==> config.mk <==
export PLATFORM = sky130hd
export DESIGN_NAME = mport_writer
export DESIGN_NICKNAME = d
export VERILOG_FILES = /design/src/rtl/mport_pkg.sv /design/src/rtl/mport_we_decode.sv /design/src/rtl/mport_writer.sv
export SDC_FILE = /design/constraint.sdc
export NUM_CORES = 1
export LEC_CHECK = 0
export ABC_AREA = 1
export BUFFER_PORTS_ARGS = -buffer_cell sky130_fd_sc_hd__buf_4
export CAP_MARGIN = 25
export CORE_AREA = 2 2 133 135
export DETAILED_ROUTE_END_ITERATION = 6
export DIE_AREA = 0 0 135 137
export PLACE_DENSITY = 0.71
export SLEW_MARGIN = 10
export SYNTH_ARGS = -nofsm -noshare
export SYNTH_HDL_FRONTEND = slang
export SYNTH_SLANG_ARGS = --single-unit
==> constraint.sdc <==
create_clock -name clk -period 2 [get_ports clk]
set_input_delay 0.5 -clock clk [delete_from_list [all_inputs] [get_ports clk]]
set_output_delay 0.5 -clock clk [all_outputs]
set_load 0.01 [all_outputs]
==> src/rtl/mport_pkg.sv <==
// Shared opcodes, FSM state encoding and default widths for the mport scratchpad CFUs.
package mport_pkg;

   localparam int MPORT_ADDR_W = 14;
   localparam int MPORT_DATA_W = 32;

   localparam logic [2:0] OP_SET_PTR = 3'd0;
   localparam logic [2:0] OP_WRITE   = 3'd1;
   localparam logic [2:0] OP_FILL    = 3'd2;
   localparam logic [2:0] OP_GET_PTR = 3'd3;

   typedef enum logic [1:0] {
      ST_IDLE,
      ST_FILL,
      ST_RESP
   } state_t;

endpackage

==> src/rtl/mport_we_decode.sv <==
// Turns the selected bank plus a write pulse into the four per-port write strobes.
// MPORT_WRITER_BROADCAST_EN: bank[2] set drives all four strobes together.
module mport_we_decode (
   input  logic [2:0] bank_i,
   input  logic       wr_i,
   output logic [3:0] we_o
);

   always_comb begin
      we_o = 4'b0000;
      if (wr_i) begin
`ifdef MPORT_WRITER_BROADCAST_EN
         we_o = bank_i[2] ? 4'b1111 : (4'b0001 << bank_i[1:0]);
`else
         we_o = 4'b0001 << bank_i[1:0];
`endif
      end
   end

endmodule

==> src/rtl/mport_writer.sv <==
// Write-side CFU for the four-bank scratchpad: pointer setup, auto-increment writes, fill loop.
// MPORT_WRITER_BROADCAST_EN: bank[2] broadcasts writes and is reported by GET_PTR.
module mport_writer
   import mport_pkg::*;
#(
   parameter int ADDR_W = MPORT_ADDR_W,
   parameter int DATA_W = MPORT_DATA_W,
   parameter int CNT_W  = ADDR_W + 1
) (
   input  logic              clk,
   input  logic              reset_n,
   input  logic              cmd_valid,
   output logic              cmd_ready,
   input  logic [9:0]        cmd_payload_function_id,
   input  logic [31:0]       cmd_payload_inputs_0,
   input  logic [31:0]       cmd_payload_inputs_1,
   output logic              rsp_valid,
   input  logic              rsp_ready,
   output logic [31:0]       rsp_payload_outputs_0,
   output logic [ADDR_W-1:0] port0_addr,
   output logic [DATA_W-1:0] port0_dout,
   output logic              port0_we,
   output logic [ADDR_W-1:0] port1_addr,
   output logic [DATA_W-1:0] port1_dout,
   output logic              port1_we,
   output logic [ADDR_W-1:0] port2_addr,
   output logic [DATA_W-1:0] port2_dout,
   output logic              port2_we,
   output logic [ADDR_W-1:0] port3_addr,
   output logic [DATA_W-1:0] port3_dout,
   output logic              port3_we
);

   localparam logic [31:0] FULL_CNT = 32'(1) << ADDR_W;

   state_t              state_q, state_d;
   logic [ADDR_W-1:0]   ptr_q, ptr_d;
   logic [2:0]          bank_q, bank_d;
   logic [CNT_W-1:0]    cnt_q, cnt_d;
   logic [31:0]         rsp_q, rsp_d;
   logic [ADDR_W-1:0]   addr_q, addr_d;
   logic [DATA_W-1:0]   dout_q, dout_d;
   logic [3:0]          we_q, we_d;
   logic                wr;

   logic [2:0]          op;
   logic [CNT_W-1:0]    fill_cnt;
   logic [2:0]          rsp_bank;
   logic [31:0]         ptr_word;
   logic                unused_fid;

   assign op         = cmd_payload_function_id[2:0];
   assign unused_fid = ^cmd_payload_function_id[9:3];

   // Oversized counts clamp to one full pass over the bank.
   assign fill_cnt = (cmd_payload_inputs_1 > FULL_CNT) ? CNT_W'(FULL_CNT)
                                                       : cmd_payload_inputs_1[CNT_W-1:0];

`ifdef MPORT_WRITER_BROADCAST_EN
   assign rsp_bank = bank_q;
`else
   assign rsp_bank = {1'b0, bank_q[1:0]};
`endif
   assign ptr_word = 32'({rsp_bank, ptr_q});

   mport_we_decode u_we_decode (
      .bank_i (bank_q),
      .wr_i   (wr),
      .we_o   (we_d)
   );

   always_comb begin
      state_d = state_q;
      ptr_d   = ptr_q;
      bank_d  = bank_q;
      cnt_d   = cnt_q;
      rsp_d   = rsp_q;
      addr_d  = addr_q;
      dout_d  = dout_q;
      wr      = 1'b0;
      case (state_q)
         ST_IDLE: begin
            if (cmd_valid) begin
               state_d = ST_RESP;
               rsp_d   = '0;
               case (op)
                  OP_SET_PTR: begin
                     bank_d = cmd_payload_inputs_0[2:0];
                     ptr_d  = cmd_payload_inputs_1[ADDR_W-1:0];
                  end
                  OP_WRITE: begin
                     wr     = 1'b1;
                     addr_d = ptr_q;
                     dout_d = DATA_W'(cmd_payload_inputs_0);
                     ptr_d  = ptr_q + ADDR_W'(1);
                     rsp_d  = 32'(ptr_q);
                  end
                  OP_FILL: begin
                     dout_d = DATA_W'(cmd_payload_inputs_0);
                     if (fill_cnt != '0) begin
                        // First word issues on accept; FILL covers the remaining cnt words.
                        wr      = 1'b1;
                        addr_d  = ptr_q;
                        ptr_d   = ptr_q + ADDR_W'(1);
                        cnt_d   = fill_cnt - CNT_W'(1);
                        state_d = ST_FILL;
                     end else begin
                        rsp_d = ptr_word;
                     end
                  end
                  OP_GET_PTR: rsp_d = ptr_word;
                  default:    rsp_d = '0;
               endcase
            end
         end
         ST_FILL: begin
            if (cnt_q != '0) begin
               wr     = 1'b1;
               addr_d = ptr_q;
               ptr_d  = ptr_q + ADDR_W'(1);
               cnt_d  = cnt_q - CNT_W'(1);
            end else begin
               rsp_d   = ptr_word;
               state_d = ST_RESP;
            end
         end
         ST_RESP: begin
            if (rsp_ready) state_d = ST_IDLE;
         end
         default: state_d = ST_IDLE;
      endcase
   end

   always_ff @(posedge clk or negedge reset_n) begin
      if (!reset_n) begin
         state_q <= ST_IDLE;
         ptr_q   <= '0;
         bank_q  <= '0;
         cnt_q   <= '0;
         rsp_q   <= '0;
         addr_q  <= '0;
         dout_q  <= '0;
         we_q    <= '0;
      end else begin
         state_q <= state_d;
         ptr_q   <= ptr_d;
         bank_q  <= bank_d;
         cnt_q   <= cnt_d;
         rsp_q   <= rsp_d;
         addr_q  <= addr_d;
         dout_q  <= dout_d;
         we_q    <= we_d;
      end
   end

   assign cmd_ready             = (state_q == ST_IDLE);
   assign rsp_valid             = (state_q == ST_RESP);
   assign rsp_payload_outputs_0 = rsp_q;

   // Address and data are broadcast; only the strobe selects the bank.
   assign port0_addr = addr_q;
   assign port1_addr = addr_q;
   assign port2_addr = addr_q;
   assign port3_addr = addr_q;
   assign port0_dout = dout_q;
   assign port1_dout = dout_q;
   assign port2_dout = dout_q;
   assign port3_dout = dout_q;
   assign port0_we   = we_q[0];
   assign port1_we   = we_q[1];
   assign port2_we   = we_q[2];
   assign port3_we   = we_q[3];

endmodule

==> results of run 1 <==
==> critical path, cell delays in order (launching register included) <==
cell and delay, ps:
dfrtp_1 430, nor4_4 300, nand4_1 220, or2_4 330, nand2_2 100, o21ai_2 100
buf_6 190, nand3_1 100, nand2_1 50
==> power by group through the flow <==
stage               clock (uW)  sequential, uW  combinational [uW]
detailed placement           0            3950                6670
CTS                       2050            3930                6680
global placement             0            3920                6560
global route              2130            4120                7420
floorplan                    0            3920                4520
finish                    2020            3980                6840
==> how the worst min path moves through the flow <==
stage               slack, ps     from            end  cells after the start
floorplan                 200  reset_n      bank_q[0]                      0
global placement          420  reset_n  port0_addr[2]                      1
detailed placement        420  reset_n  port0_addr[2]                      1
CTS                        40  reset_n  port0_addr[2]                      1
global route               50  reset_n  port0_addr[1]                      1
finish                     30  reset_n  port0_addr[2]                      1
==> layer usage <==
metal	vias up	wire (microns)	global-route usage, %
met5	-	0	0
met1	2839	7170	22.5
met2	233	10100	35.5
met4	0	244	5.73
met3	17	1250	2.78
li1	2921	-	-
==> through the flow <==
stage	instance area (sq um)	hold slack, ps	power [uW]
detailed placement	8330	422	10600
global placement	8330	418	10500
CTS	8680	37.1	12700
global route	9000	51.5	13700
finish	9000	33.3	12800
floorplan	6770	204	8440
==> layout by cell type, fill, tap and decap left out, types with 13 or more instances in the layout <==
master	synthesis	routed
dfrtp_1	99	98
buf_4	157	335
conb_1	1	16
nand3_2	20	25
nand2_1	251	241
o21ai_0	26	26
nor2_1	64	50
mux2_2	30	30
xor2_1	13	13
nand3_1	51	45
nor2_2	4	13
inv_1	62	60
==> flip-flops by register name, summed over array words and instances, names as in the netlist <==
register,cells
port0_addr,14
cnt_q,15
bank_q,2
state_q,2
ptr_q,14
port0_dout,32
rsp_payload_outputs_0,16
we_q,4
==> final cells by class <==
type                            count  area (sq um)
Multi-Input combinational cell    527          2910
Timing Repair Buffer              349          2740
Fill cell                        1598          8050
Clock inverter                      6           105
Tap cell                          225           282
Sequential cell                    99          2480
Clock buffer                       10           239
Inverter                           66           248
==> kinds of logic after synthesis <==
logic type	Yosys count
simple gates	433
fa+ha+maj	2
flops	99
other cells	1
buf+inv	249
compound gates	32
mux	30
xor+xnor	14
==> repair_timing <==
action                                 4_1_cts  5_1_grt
setup endpoints to repair                    0       63
gates resized for setup                      0       63
endpoints found under the hold margin        0        0
buffers inserted                             0        7
==> results.json, run 1 <==
{
  "numCtsBuffers": 9,
  "h-tree-depth": 3,
  "synth_top_family_by_area": "simple AND/OR/NAND/NOR gates",
  "rsz0062_at_grt": "yes",
  "fin_crit_ps": 1910,
  "cellLeakagePower_uw": 0.00491,
  "clockPowerShare_pct": 15.7,
  "yosys.area_share.simple_pct": 29.6,
  "seqPwrFrac_pct": 31.0,
  "grt_pass1_wl_microns": 27800,
  "ir_worst_vdd_mv": 0.812,
  "synthArstFlopShare_pct": 100,
  "synth.avg_cell_area_sq_um": 7.79,
  "fin_ws_ps": 88.4,
  "ys.flop_type": "dfrtp_1",
  "synth_top_cell_area_share_pct": 37.0,
  "synth_common_cells": "251 x nand2_1, 157 x buf_4, 99 x dfrtp_1, 64 x nor2_1, 62 x inv_1",
  "synth_edf_count": 0,
  "r2r_cells": 8,
  "dp_cells": 1258,
  "muxShareOfSynthArea_pct": 5.04,
  "critical_path_class": "flop to flop",
  "grt_pass1_vias": 5406,
  "cp.required_ps": 2250,
  "io_buffers": 276,
  "synth-compound-area-share_pct": 2.48,
  "core_area_sq_mm": 0.0171,
  "die_w_microns": 135,
  "initial_utilization_pct": 39.3,
  "endpoint": "ptr_q[7]",
  "antenna_found_initial": 0,
  "stdcell_count": 1282,
  "tns_ps": 0,
  "grt_max_degree": 49,
  "drt_first_iter_violations": 369,
  "tritoncts": "done",
  "synth-xor-area-share_pct": 1.83,
  "hold_viol": 0,
  "num_rows": 48,
  "finalSetupViolations": 0,
  "syn_inst": 860,
  "syn2layout_area_growth_pct": 34.3,
  "r2r-start": "cnt_q[11]",
  "power_density_mw_per_mm2": 1430,
  "status": "completed",
  "cts.reportedPaths.clkPinSlew_ps": 70,
  "yosysMostFrequentCell": "nand2_1",
  "chipHeight_microns": 137,
  "vias": 6010,
  "setup.worst_path.start": "cnt_q[11]",
  "groute.usage.overall_pct": 19.0,
  "fin_nets": 1132,
  "synthAdderAreaFrac_pct": 0.373,
  "ys_ff_latch": 99,
  "die_area_sq_mm": 0.0185,
  "synth_area_sq_mm": 0.00670,
  "grt.overflow.total": 0,
  "p_comb_share_pct": 53.3,
  "clock_sinks": 99,
  "switching_share_pct": 41.3,
  "antenna_left": 0,
  "hp-class": "input port to asynchronous set/reset pin",
  "drv_cap": 0,
  "clkLatencyLatePin_ps": 360,
  "io_pins": 300,
  "gp_congestion": 0.848,
  "drcViolationCount": 0,
  "fmax_mhz": 523,
  "viasPerCell": 4.69,
  "synthTopCellsByArea": "dfrtp_1 37%, buf_4 18%, nand2_1 14%",
  "diodes": 0,
  "dp_slack_ps": -321,
  "worstPathMaxFanout": 14,
  "synth_largest_area_cell": "dfrtp_1",
  "holdBufCountCts": 0,
  "cts_buffer_depth": 2,
  "wl_per_cell_microns": 14.6,
  "final_util_pct": 52.8,
  "switchingPower_uw": 5290,
  "timing.rr.end": "ptr_q[7]",
  "skew_ps": 7.52,
  "finalCritPeriodShare_pct": 95.6,
  "dp_hpwl_microns": 14200,
  "arrival_ps": 2160,
  "drive_above_1_share_pct": 44.9,
  "first_pass_iters": 5,
  "root_buffer": "clkbuf_16",
  "start_kind": "flop",
  "drt-total-wl_microns": 18800,
  "ys_warn_count": 0,
  "synth.distinct_cells": 37,
  "drv_slew": 0,
  "regToRegSetupSlack_ps": 90,
  "end_kind": "flop",
  "p_int_uw": 7540,
  "yosysSeqAreaShare_pct": 37.0
}
(Power assumes the default switching activity.)
==> run 2: changes to the inputs <==
CTS_BUF_LIST = sky130_fd_sc_hd__clkbuf_16   (was unset)
==> results.json, run 2 (synthesis results as in run 1) <==
{
  "clock_sinks": 99,
  "final_common_cell": "buf_4",
  "power_density_mw_per_mm2": 1420,
  "wl_per_cell_microns": 14.6,
  "root_buffer": "clkbuf_16",
  "numCtsBuffers": 9,
  "holdBufCountCts": 0,
  "use_met3_pct": 2.78,
  "status": "completed",
  "fin_crit_ps": 1910,
  "hp-class": "input port to asynchronous set/reset pin",
  "end_kind": "flop",
  "drcViolationCount": 0,
  "top_usage_layer": "met2",
  "skew_ps": 7.45,
  "dp_hpwl_microns": 14200,
  "groute.usage.overall_pct": 19.0,
  "tns_ps": 0,
  "final_cell_mix": "335 x buf_4, 241 x nand2_1, 98 x dfrtp_1",
  "ir_worst_vdd_mv": 0.812,
  "fmax_mhz": 523,
  "die_w_microns": 135,
  "drv_cap": 0,
  "h-tree-depth": 3,
  "p_int_uw": 7500,
  "gr-usage-met2_pct": 35.6,
  "drive_above_1_share_pct": 44.9,
  "drt_first_iter_violations": 363,
  "fin_nets": 1132,
  "dp_slack_ps": -321,
  "start_kind": "flop",
  "gp_congestion": 0.848,
  "finalSetupViolations": 0,
  "p_comb_share_pct": 53.4,
  "stdcell_count": 1282,
  "critical_path_class": "flop to flop",
  "clockPowerShare_pct": 15.5,
  "fin_ws_ps": 88.9,
  "antenna_left": 0,
  "chipHeight_microns": 137,
  "initial_utilization_pct": 39.3,
  "r2r_cells": 8,
  "worstPathMaxFanout": 14,
  "drt-total-wl_microns": 18800,
  "rsz0062_at_grt": "yes",
  "hold_viol": 0,
  "switchingPower_uw": 5300,
  "diodes": 0,
  "viasPerCell": 4.67,
  "core_area_sq_mm": 0.0171,
  "num_rows": 48,
  "die_area_sq_mm": 0.0185,
  "cellLeakagePower_uw": 0.00490,
  "grt_pass1_wl_microns": 27800,
  "arrival_ps": 2160,
  "place_area_sq_mm": 0.00833,
  "grt_max_degree": 49,
  "drv_slew": 0,
  "clkLatencyLatePin_ps": 360,
  "syn2layout_area_growth_pct": 34.2,
  "io_pins": 300,
  "largest_reg_flops": 32,
  "met1_usage_pct": 22.5,
  "vias": 5984,
  "seqPwrFrac_pct": 31.1,
  "first_pass_iters": 5,
  "tritoncts": "done",
  "timing.hold.ws_ps": 28.0,
  "io_buffers": 276,
  "nFillCells": 1600,
  "antenna_found_initial": 0,
  "switching_share_pct": 41.4,
  "fin_area_sq_mm": 0.00899,
  "dp_cells": 1258,
  "cp.required_ps": 2250,
  "grt_pass1_vias": 5410,
  "cts.reportedPaths.clkPinSlew_ps": 70,
  "cts_buffer_depth": 2,
  "grt.overflow.total": 0,
  "finalCritPeriodShare_pct": 95.6
}
==> run 2: cell count changes in the layout (fill, tap and decap cells not counted) <==
cell	delta
nor2_2	+1
clkinv_1	+1
nor2_1	-1
clkbuf_8	-1
==> run 2: per-layer routing <==
| layer | wire, microns | vias up | share of wire, % |
|---|---|---|---|
| met5 | 0 | - | 0 |
| met1 | 7210 | 2827 | 38 |
| met2 | 10200 | 220 | 54 |
| met3 | 1150 | 19 | 6.1 |
| li1 | - | 2918 | - |
| met4 | 252 | 0 | 1.3 |
==> run 2: power by group through the flow <==
stage                     clock network, uW  logic [uW]  registers [uW]
after global placement                    0        6560            3920
after global routing                   2090        7420            4120
after detailed placement                  0        6670            3950
final                                  1980        6840            3980
after CTS                              2010        6680            3930
after floorplan                           0        4520            3920
==> run 2: repair_timing <==
item,4_1_cts,5_1_grt
setup buffers,0,7
setup endpoints to repair,0,63
gates resized for setup,0,64
==> run 2: per-stage QoR <==
stage | util [%] | power, uW
after floorplan | - | 8440
after global placement | 48.9 | 10500
after detailed placement | 48.9 | 10600
after CTS | 50.8 | 12600
after global routing | 52.7 | 13600
final | 52.7 | 12800
==> run 2: layout make-up <==
type / instances / area, sq um / area share, %
Multi-Input combinational cell: 527 / 2910 / 32.4
Inverter: 66 / 248 / 2.75
Timing Repair Buffer: 349 / 2740 / 30.4
Clock buffer: 9 / 225 / 2.50
Clock inverter: 7 / 109 / 1.21
Tap cell: 225 / 282 / 3.13
Sequential cell: 99 / 2480 / 27.6
==> run 2: worst paths after layout <==
check / to / slack (ps) / startpoint
setup / recovery: ptr_q[7] / 90 / cnt_q[11]
hold / removal: port0_addr[2] / 30 / reset_n
setup reg to reg: ptr_q[7] / 90 / cnt_q[11]
hold reg to reg: rsp_payload_outputs_0[5] / 490 / rsp_payload_outputs_0[5]
max in group asynchronous: port0_dout[29] / 1420 / reset_n
min in group clk: port0_dout[8] / 370 / cmd_payload_inputs_0[8]
==> run 2: critical path, stage by stage, from the launching register on <==
cell	delay, ps
dfrtp_1	430
nor4_4	300
nand4_1	220
or2_4	330
nand2_2	100
o21ai_2	100
buf_6	190
nand3_1	100
nand2_1	50
